$ cat src/rtl/tla_pkg.sv
// Shared types, default widths and helpers for the capture window engine.
package tla_pkg;

  localparam int unsigned CH_NUM_DEF = 2;
  localparam int unsigned ADC_W_DEF  = 14;
  localparam int unsigned LEN_W_DEF  = 32;

  typedef enum logic [1:0] {
    StIdle    = 2'd0,
    StArmed   = 2'd1,
    StCapture = 2'd2,
    StDrain   = 2'd3
  } tla_state_e;

  // Increment v, holding at the all-ones value of a width-bit field.
  function automatic logic [31:0] sat_inc(input logic [31:0] v, input int unsigned width);
    logic [31:0] max_v;
    max_v = (width >= 32) ? 32'hFFFF_FFFF : ((32'd1 << width) - 32'd1);
    return (v >= max_v) ? max_v : v + 32'd1;
  endfunction

endpackage

$ cat src/rtl/tla_fifo_fwft.sv
// First-word-fall-through FIFO: head entry is visible on rd_data_o while not empty.
module tla_fifo_fwft #(
  parameter int unsigned Width = 30,
  parameter int unsigned AddrW = 4
) (
  input  logic             clk_i,
  input  logic             rst_ni,
  input  logic             wr_en_i,
  input  logic [Width-1:0] wr_data_i,
  input  logic             rd_en_i,
  output logic [Width-1:0] rd_data_o,
  output logic             empty_o,
  output logic             full_o
);

  localparam int unsigned Depth = 1 << AddrW;

  logic [Width-1:0] mem_q [Depth];
  logic [AddrW:0]   wptr_q, rptr_q;
  logic             do_wr, do_rd;

  assign empty_o = (wptr_q == rptr_q);
  assign full_o  = (wptr_q[AddrW] != rptr_q[AddrW]) &&
                   (wptr_q[AddrW-1:0] == rptr_q[AddrW-1:0]);
  assign do_rd   = rd_en_i & ~empty_o;
  // A read in the same cycle frees a slot, so a write into a full FIFO still lands.
  assign do_wr   = wr_en_i & (~full_o | do_rd);

  // Pointers; the extra MSB tells full from empty.
  always_ff @(posedge clk_i) begin
    if (!rst_ni) begin
      wptr_q <= '0;
      rptr_q <= '0;
    end else begin
      if (do_wr) wptr_q <= wptr_q + (AddrW + 1)'(1);
      if (do_rd) rptr_q <= rptr_q + (AddrW + 1)'(1);
    end
  end

  // Storage array; contents are don't-care once pointers are reset.
  always_ff @(posedge clk_i) begin
    if (do_wr) mem_q[wptr_q[AddrW-1:0]] <= wr_data_i;
  end

  assign rd_data_o = empty_o ? '0 : mem_q[rptr_q[AddrW-1:0]];

endmodule

$ cat src/rtl/tla_cap_window.sv
// Triggered, decimating multi-channel ADC capture with FWFT output buffer.
module tla_cap_window
  import tla_pkg::*;
#(
  parameter int unsigned CH_NUM  = CH_NUM_DEF,
  parameter int unsigned ADC_W   = ADC_W_DEF,
  parameter int unsigned LEN_W   = LEN_W_DEF,
  parameter int unsigned WD_W    = 3,
  parameter int unsigned FIFO_AW = 4,
  parameter int unsigned DROP_W  = 16
) (
  input  logic                     Gc_clk125,
  input  logic                     Gc_rst,
  input  logic                     Gc_cap_en,
  input  logic                     Gc_cap_mode,
  input  logic [WD_W-1:0]          Gc_cap_wdis,
  input  logic [LEN_W-1:0]         Gc_cap_plus,
  input  logic                     Gc_cap_trig,
  input  logic                     Gc_adc_vld,
  input  logic [CH_NUM*ADC_W-1:0]  Gc_adc_data,
  input  logic [CH_NUM-1:0]        Gc_adc_of,
  output logic                     Gc_capr_rdy,
  output logic                     Gc_cap_busy,
  output logic                     Gc_cap_cmpt,
  output logic [CH_NUM*ADC_W-1:0]  Gc_out_data,
  output logic                     Gc_out_of,
  output logic                     Gc_out_last,
  output logic                     Gc_out_vld,
  input  logic                     Gc_out_rdy,
  output logic [DROP_W-1:0]        Gc_drop_cnt,
  output logic                     Gc_of_sticky
);

  localparam int unsigned DataW = CH_NUM * ADC_W;
  localparam int unsigned FifoW = DataW + 2;
  // Wide enough to count up to 2^(2^WD_W - 1) - 1.
  localparam int unsigned DecW  = (1 << WD_W) - 1;

  tla_state_e        state_q, state_d;
  logic              trig_q;
  logic [WD_W-1:0]   wdis_q, wdis_d;
  logic [LEN_W-1:0]  len_m1_q, len_m1_d;
  logic [LEN_W-1:0]  smp_cnt_q, smp_cnt_d;
  logic [DecW-1:0]   dec_cnt_q, dec_cnt_d;
  logic [DROP_W-1:0] drop_cnt_q, drop_cnt_d;
  logic              of_sticky_q, of_sticky_d;
  logic              capr_rdy_q;
  logic              cmpt_q, cmpt_d;

  logic              trig_edge, rd_hs, sel, wr, drop, is_last;
  logic [DecW-1:0]   dec_max;
  logic              fifo_empty, fifo_full;
  logic [FifoW-1:0]  fifo_wdata, fifo_rdata;

  assign trig_edge  = Gc_cap_trig & ~trig_q;
  assign Gc_out_vld = ~fifo_empty;
  assign rd_hs      = Gc_out_vld & Gc_out_rdy;
  assign dec_max    = ~({DecW{1'b1}} << wdis_q);
  assign sel        = (state_q == StCapture) & Gc_adc_vld & (dec_cnt_q == '0);
  assign wr         = sel & (~fifo_full | rd_hs);
  assign drop       = sel & ~wr;
  assign is_last    = (smp_cnt_q == len_m1_q);
  assign fifo_wdata = {is_last, |Gc_adc_of, Gc_adc_data};

  tla_fifo_fwft #(
    .Width (FifoW),
    .AddrW (FIFO_AW)
  ) u_fifo (
    .clk_i     (Gc_clk125),
    .rst_ni    (Gc_rst),
    .wr_en_i   (wr),
    .wr_data_i (fifo_wdata),
    .rd_en_i   (Gc_out_rdy),
    .rd_data_o (fifo_rdata),
    .empty_o   (fifo_empty),
    .full_o    (fifo_full)
  );

  assign {Gc_out_last, Gc_out_of, Gc_out_data} = fifo_rdata;

  // Next-state logic for the capture FSM, counters and sticky flags.
  always_comb begin
    state_d     = state_q;
    wdis_d      = wdis_q;
    len_m1_d    = len_m1_q;
    smp_cnt_d   = smp_cnt_q;
    dec_cnt_d   = dec_cnt_q;
    drop_cnt_d  = drop_cnt_q;
    of_sticky_d = of_sticky_q;
    cmpt_d      = 1'b0;

    if (drop) drop_cnt_d = DROP_W'(sat_inc(32'(drop_cnt_q), DROP_W));

    unique case (state_q)
      StIdle: begin
        if (Gc_cap_en) state_d = StArmed;
      end
      StArmed: begin
        if (!Gc_cap_en) begin
          state_d = StIdle;
        end else if (trig_edge) begin
          state_d     = StCapture;
          wdis_d      = Gc_cap_wdis;
          // Zero length behaves as a single-sample capture.
          len_m1_d    = (Gc_cap_plus == '0) ? '0 : Gc_cap_plus - LEN_W'(1);
          smp_cnt_d   = '0;
          dec_cnt_d   = '0;
          of_sticky_d = 1'b0;
        end
      end
      StCapture: begin
        if (Gc_adc_vld) dec_cnt_d = (dec_cnt_q == dec_max) ? '0 : dec_cnt_q + DecW'(1);
        if (wr) begin
          smp_cnt_d = smp_cnt_q + LEN_W'(1);
          if (|Gc_adc_of) of_sticky_d = 1'b1;
          if (is_last) state_d = StDrain;
        end
      end
      StDrain: begin
        if (rd_hs && Gc_out_last) begin
          cmpt_d  = 1'b1;
          state_d = (Gc_cap_mode && Gc_cap_en) ? StArmed : StIdle;
        end
      end
      default: state_d = StIdle;
    endcase
  end

  // State and counter registers with synchronous active-low reset.
  always_ff @(posedge Gc_clk125) begin
    if (!Gc_rst) begin
      state_q     <= StIdle;
      trig_q      <= 1'b0;
      wdis_q      <= '0;
      len_m1_q    <= '0;
      smp_cnt_q   <= '0;
      dec_cnt_q   <= '0;
      drop_cnt_q  <= '0;
      of_sticky_q <= 1'b0;
      capr_rdy_q  <= 1'b0;
      cmpt_q      <= 1'b0;
    end else begin
      state_q     <= state_d;
      trig_q      <= Gc_cap_trig;
      wdis_q      <= wdis_d;
      len_m1_q    <= len_m1_d;
      smp_cnt_q   <= smp_cnt_d;
      dec_cnt_q   <= dec_cnt_d;
      drop_cnt_q  <= drop_cnt_d;
      of_sticky_q <= of_sticky_d;
      capr_rdy_q  <= (state_q == StArmed);
      cmpt_q      <= cmpt_d;
    end
  end

  assign Gc_capr_rdy  = capr_rdy_q;
  assign Gc_cap_busy  = (state_q == StCapture) || (state_q == StDrain);
  assign Gc_cap_cmpt  = cmpt_q;
  assign Gc_drop_cnt  = drop_cnt_q;
  assign Gc_of_sticky = of_sticky_q;

endmodule

$ cat config.mk
export PLATFORM = sky130hd
export DESIGN_NAME = tla_cap_window
export DESIGN_NICKNAME = d
export VERILOG_FILES = /design/src/rtl/tla_pkg.sv /design/src/rtl/tla_fifo_fwft.sv /design/src/rtl/tla_cap_window.sv
export SDC_FILE = /design/constraint.sdc
export NUM_CORES = 1
export LEC_CHECK = 0
export ABC_CLOCK_PERIOD_IN_PS = 5350
export BUFFER_PORTS_ARGS = -buffer_cell sky130_fd_sc_hd__buf_2
export CORE_MARGIN = 5
export CORE_UTILIZATION = 50
export CTS_CLUSTER_DIAMETER = 100
export DETAILED_ROUTE_END_ITERATION = 7
export GPL_ROUTABILITY_DRIVEN = 0
export PLACE_DENSITY = 0.71
export SETUP_SLACK_MARGIN = 0.2
export SLEW_MARGIN = 15
export SYNTH_ARGS = -nofsm -noshare
export SYNTH_HDL_FRONTEND = slang
export SYNTH_SLANG_ARGS = --single-unit
export TNS_END_PERCENT = 50
$ cat constraint.sdc
create_clock -name Gc_clk125 -period 5.35 [get_ports Gc_clk125]
set_input_delay 0.2675 -clock Gc_clk125 [delete_from_list [all_inputs] [get_ports Gc_clk125]]
set_output_delay 0.2675 -clock Gc_clk125 [all_outputs]
set_load 0.02 [all_outputs]
==> results.toml, run 1 <==
[job]
drv_cap = 0

[floorplan]
core_area_mm2 = 0.0476
fp.dieH_um = 229
initial_utilization = 0.505
num_rows = 80
die_area_mm2 = 0.0526
pin_count = 123
die_w_um = 229

[global_route]
antenna_found_initial = 1
overflow = 0
grt.busiest_layer = "met2"
met2_usage = 0.327
grt_pass1_vias = 13600
met3_usage = 0.0370
grt_usage = 0.194
grt_pass1_wl_um = 79500
grtUsageMet1 = 0.267
grt_max_degree = 74

[run_status]
outcome = "finished clean"

[synth]
async_reset_ff_frac = 0
syn_inst = 1410
ys_types = 62
ys_ff_latch = 590
ys_seq_area_frac = 0.691
syn_nets = 1492
postSynthAreaPerCell_um2 = 17.1
synth_flop_cell = "edfxtp_1"
yosys-top-cells-count = "480 x edfxtp_1, 149 x mux4_2, 110 x dfxtp_1"
synth.top_cell.area_share = 0.599
synth_area_mm2 = 0.0240
synth_area_leaders = "edfxtp_1 60%, mux4_2 14%, dfxtp_1 9.2%, xor2_1 2.2%, xnor2_1 1.8%"
synth.most_common_cell = "edfxtp_1"
synth-edff-count = 480
synth_largest_area_cell = "edfxtp_1"
yosysWarningCount = 0

[clock_network]
cts_root_buffer = "clkbuf_16"
ctsResizeCount = 0
cts_tree = "built"
cts_buffers = 57
cts-htree-levels = 2
cts_sinks = 590
postCtsHoldBufs = 35
clkTransAtPathRegs_ps = 60
clock_latency_ps = 600
postCtsSetupRepairBufs = 0
cts_buffer_depth = 3

[timing]
max_freq_ghz = 0.264
min_period_ps = 3780
finalHoldViolations = 0
setup_violations = 0
finalSetupTns_ps = 0
tightest_slew_ps = 1170
rsz0062_at_grt = "false"
max_slew_margin = 0.219
drv_slew = 0
min_period_over_period = 0.707
clock_skew_ps = 15.5

[route]
wl_per_cell_um = 22.3
remaining_drc_errors = 0
drtPass1Iterations = 5
via_per_inst = 5.79
drt-total-wl_um = 50100
drtAntennaViolNets = 0
vias = 13000
drt-initial-drc-count = 1057

[place]
place_inst = 2100
port_buffers = 122
dp_hpwl_um = 29200

[setup_path]
worstSetupPathType = "reg -> out"
worst_ep_required_time_ps = 5080
startpoint_type = "flop"
worst_ep_arrival_time_ps = 3520
end_kind = "primary output"
cp_max_fo = 48

[hold_path]
hold_path.class = "in -> reg"

[power]
ir_drop_mv = 0.245
leakage_uw = 0.00912
powerDensity_mw_per_mm2 = 340

[finish]
fin_cells = 2243
final_layout_size_suffix_gt1_frac = 0.279
nets = 1662
area_delta_synth_final_pct = 15.6
n_antenna_cell = 0
==> kinds of logic (layout without fill, tap and decap cells) <==
kind of cell | after synthesis | after routing | share of synthesized area
adders and majority gates | 10 | 10 | 0.00520
DFF | 590 | 590 | 0.691
buffers and inverters | 88 | 306 | 0.0151
muxes | 149 | 149 | 0.140
and+or+nand+nor | 342 | 342 | 0.0734
AOI/OAI and AO/OA | 121 | 121 | 0.0356
xor gates and xnor gates | 110 | 110 | 0.0401
==> sequential cells by signal, indices dropped and copies added (netlist names), named ones only <==
register,flops
Gc_capr_rdy,1
smp_cnt_q,32
len_m1_q,32
state_q,1
Gc_drop_cnt,16
dec_cnt_q,7
u_fifo.wptr_q,5
wdis_q,3
Gc_of_sticky,1
Gc_cap_cmpt,1
u_fifo.mem_q,480
u_fifo.rptr_q,5
trig_q,1
==> cells in the final DEF (no fill, tap or decap), types with 4 or more instances in the layout <==
cell / n
buf_4: 20
o211ai_1: 5
mux4_2: 149
xor2_1: 60
and3_1: 4
nand3_1: 22
nand2_1: 92
o21ai_2: 28
and4_1: 4
bufinv_16: 9
buf_2: 122
nand4_1: 17
nor3_2: 4
and2_1: 34
xnor2_1: 50
clkinv_1: 7
inv_1: 18
dlygate4sd3_1: 35
clkbuf_8: 7
ha_1: 10
dfxtp_1: 107
o2111ai_1: 4
edfxtp_1: 480
nor2b_1: 4
clkinv_2: 11
a2111oi_0: 8
a21oi_1: 34
nor4_1: 22
or3_1: 7
nand2b_1: 6
clkbuf_1: 6
nor2_4: 12
a211oi_1: 7
nor3_1: 15
nor2_1: 75
clkinvlp_4: 7
o21ai_0: 12
clkbuf_16: 58
==> per-stage QoR <==
stage / hold WS [ps] / area, µm² / worst slack (ps) / power (µW) / util
after floorplan: 365 / 24000 / 1330 / 5210 / -
after global placement: 463 / 25400 / 1980 / 5320 / 0.534
after detailed placement: 462 / 25400 / 1890 / 5330 / 0.534
after CTS: 3.96 / 27800 / 1420 / 9550 / 0.583
after global routing: 20.4 / 27800 / 1260 / 9780 / 0.584
final: 31.7 / 27800 / 1570 / 9460 / 0.584
==> path summary, 6_finish.rpt <==
| path | start | to | slack [ps] | cells past startpoint |
|---|---|---|---|---|
| min | Gc_cap_plus[6] | len_m1_q[6] | 30 | 3 |
| max | flop | Gc_out_data[1] | 1570 | 5 |
| min reg2reg | len_m1_q[22] | len_m1_q[22] | 470 | 2 |
| max reg2reg | flop | state_q[0] | 1850 | 8 |
==> worst max-delay path: stages (launching register included) <==
cell and delay, ps:
dfxtp_4 950, buf_4 540, mux4_2 560, mux4_2 470
and2_1 170, buf_2 160
==> area by class of cell <==
type                            instances  area [µm²]
Clock buffer                           71        1570
Clock inverter                         36         434
Fill cell                            3478       19800
Inverter                               20        75.1
Multi-Input combinational cell        732        7180
Sequential cell                       590       16600
Tap cell                              615         769
Timing Repair Buffer                  179        1150
==> report_power, final <==
part / internal (µW) / switching (µW) / leakage [µW] / total [µW]
clock: 2520 / 1690 / 0.000970 / 4210
combinational: 106 / 162 / 0.00294 / 268
sequential: 4970 / 12.8 / 0.00521 / 4990
==> routing by layer <==
layer	wire, µm	vias to the layer above
met1	20800	6635
li1	-	5886
met5	7	-
met4	835	2
met3	3010	64
met2	25400	401
Power figures use the tool's default switching activity.
==> run 2: changes to the inputs <==
--- a/config.mk
+++ b/config.mk
@@ -5,7 +5,7 @@
 export SDC_FILE = /design/constraint.sdc
 export NUM_CORES = 1
 export LEC_CHECK = 0
-export ABC_CLOCK_PERIOD_IN_PS = 5350
+export ABC_CLOCK_PERIOD_IN_PS = 3700
 export BUFFER_PORTS_ARGS = -buffer_cell sky130_fd_sc_hd__buf_2
 export CORE_MARGIN = 5
 export CORE_UTILIZATION = 50
==> constraint.sdc (replaced) <==
create_clock -name Gc_clk125 -period 3.7 [get_ports Gc_clk125]
set_input_delay 0.185 -clock Gc_clk125 [delete_from_list [all_inputs] [get_ports Gc_clk125]]
set_output_delay 0.185 -clock Gc_clk125 [all_outputs]
set_load 0.02 [all_outputs]
==> run 2 against run 1 <==
- flip-flop and latch count unchanged
- critical path depth increased by 4
- cell count grew 2.5%
- utilization increased by 1.2 points
- sequential share of layout area down 1.2 points
- non-clock buffer count up 56
- register-to-register slack lost 1400 ps
- power grew 45%
- global-route usage up 0.19 points
- clock skew increased by 4.2 ps
- critical path type is now reg -> reg
- largest cell class unchanged
==> results.toml, run 2 (synthesis gave the netlist of run 1 again) <==
[power]
seq_power_share = 0.526
p_int_uw = 11000
p_clk_frac = 0.442
total_power_uw = 13700
powerDensity_mw_per_mm2 = 483
ir_drop_mv = 0.358
power_switching_share = 0.198
power_switching_uw = 2710
leakage_uw = 0.00936
p_comb_frac = 0.032

[timing]
fin_ws_ps = 432
min_period_over_period = 0.883
max_freq_ghz = 0.306
drv_slew = 0
hold_ws_ps = 214
finalHoldViolations = 0
min_period_ps = 3270
max_slew_margin = 0.321
rsz0062_at_grt = "false"
setup_violations = 0
clock_skew_ps = 19.8
tightest_slew_ps = 1020

[finish]
n_antenna_cell = 0
largest_register_ff_count = 480
area_delta_synth_final_pct = 18.1
nets = 1719
final_layout_size_suffix_gt1_frac = 0.277
layout_common_cells = "480 x edfxtp_1, 149 x mux4_2, 122 x buf_2"
final_util = 0.596
fin_cells = 2299
final_common_cell = "edfxtp_1"
fillers = 3482

[setup_path]
cp_max_fo = 30
end_kind = "flop"
worst_ep_arrival_time_ps = 3750
startpoint_type = "flop"
worstSetupStartpoint = "u_fifo.wptr_q[3]"
worst_ep_required_time_ps = 4180
worstSetupPathType = "reg -> reg"
worst_r2r_startpoint = "u_fifo.wptr_q[3]"

[job]
drv_cap = 0

[clock_network]
cts_buffers = 58
cts_buffer_depth = 3
cts_sinks = 590
cts_root_buffer = "clkbuf_16"
cts-htree-levels = 2
cts_tree = "built"
clkTransAtPathRegs_ps = 60
clock_latency_ps = 610

[global_route]
overflow = 0
antenna_found_initial = 1
grt_pass1_wl_um = 80200
grt_usage = 0.195
grt_max_degree = 48
grt_pass1_vias = 13700

[route]
remaining_drc_errors = 0
drtPass1Iterations = 5
via_per_inst = 5.77
wl_per_cell_um = 22.2
vias = 13300
drt-total-wl_um = 51100
drt-initial-drc-count = 1022
drtAntennaViolNets = 0

[hold_path]
hp-start = "Gc_adc_vld"
hold_path.class = "in -> reg"

[floorplan]
fp.dieH_um = 229
die_w_um = 229
die_area_mm2 = 0.0526
pin_count = 123
initial_utilization = 0.505
core_area_mm2 = 0.0476
num_rows = 80

[place]
dpl_worst_slack_ps = 687
place_inst = 2113
port_buffers = 122
dp_hpwl_um = 30300

[run_status]
outcome = "finished clean"
run 2: changes by cell type in the layout (fill, tap and decap cells not counted), sizes merged:
| cell | change |
|---|---|
| bufinv | +1 |
| clkinvlp | +1 |
| clkbuf | -6 |
| buf | +18 |
| clkinv | +3 |
| inv | +1 |
| dlygate4sd3 | +38 |
run 2: layout make-up:
type	instances	area, µm²	area share
clock inverters	42	482	0.0170
clock buffers	65	1500	0.0528
multi-input cells	732	7190	0.253
repair buffers	235	1750	0.0618
well taps	615	769	0.0271
inverters	20	75.1	0.00264
flip-flops and latches	590	16600	0.586
run 2: what timing repair did:
item,4_1_cts,5_1_grt
hold buffers,73,0
buffers inserted,0,6
endpoints found under the hold margin,492,0
resized for setup,0,2
endpoints found under the setup margin,0,1
run 2: routing by layer:
metal  track usage  vias up  wire length [µm]
met1         0.267     6797             21100
met3        0.0313       77              2800
met2         0.334      391             26300
met4        0.0462        2               936
met5             0        -                 7
li1              -     6009                 -
run 2: path summary, 6_finish.rpt:
| kind | endpoint | slack (ps) | cells past startpoint |
|---|---|---|---|
| worst min-delay path | dec_cnt_q[1] | 210 | 5 |
| worst max-delay path | state_q[0] | 430 | 9 |
| worst min register to register | len_m1_q[28] | 470 | 2 |
| worst max register to register | state_q[0] | 430 | 9 |
run 2: worst max-delay path, stage by stage, from the launching register on:
cell	delay, ps
dfxtp_2	500
xor2_1	270
nor4_4	110
nand2_1	90
buf_4	400
nand2_1	250
a211oi_1	240
dlygate4sd3_1	610
o22ai_1	90
dlygate4sd3_1	590
run 2: power groups by stage:
| stage | clock (µW) | sequential [µW] | combinational [µW] |
|---|---|---|---|
| 4_1_cts | 6160 | 7210 | 439 |
| 2_1_floorplan | 0 | 7340 | 189 |
| 3_3_place_gp | 0 | 7350 | 362 |
| 3_5_place_dp | 0 | 7350 | 376 |
| 5_1_grt | 6460 | 7200 | 483 |
| 6_report | 6060 | 7200 | 444 |
run 2: stage by stage:
step / instance area, µm² / TNS, ps
floorplan: 24100 / -17850
global placement: 25600 / 0
detailed placement: 25600 / 0
CTS: 28300 / 0
global route: 28400 / 0
finish: 28400 / 0
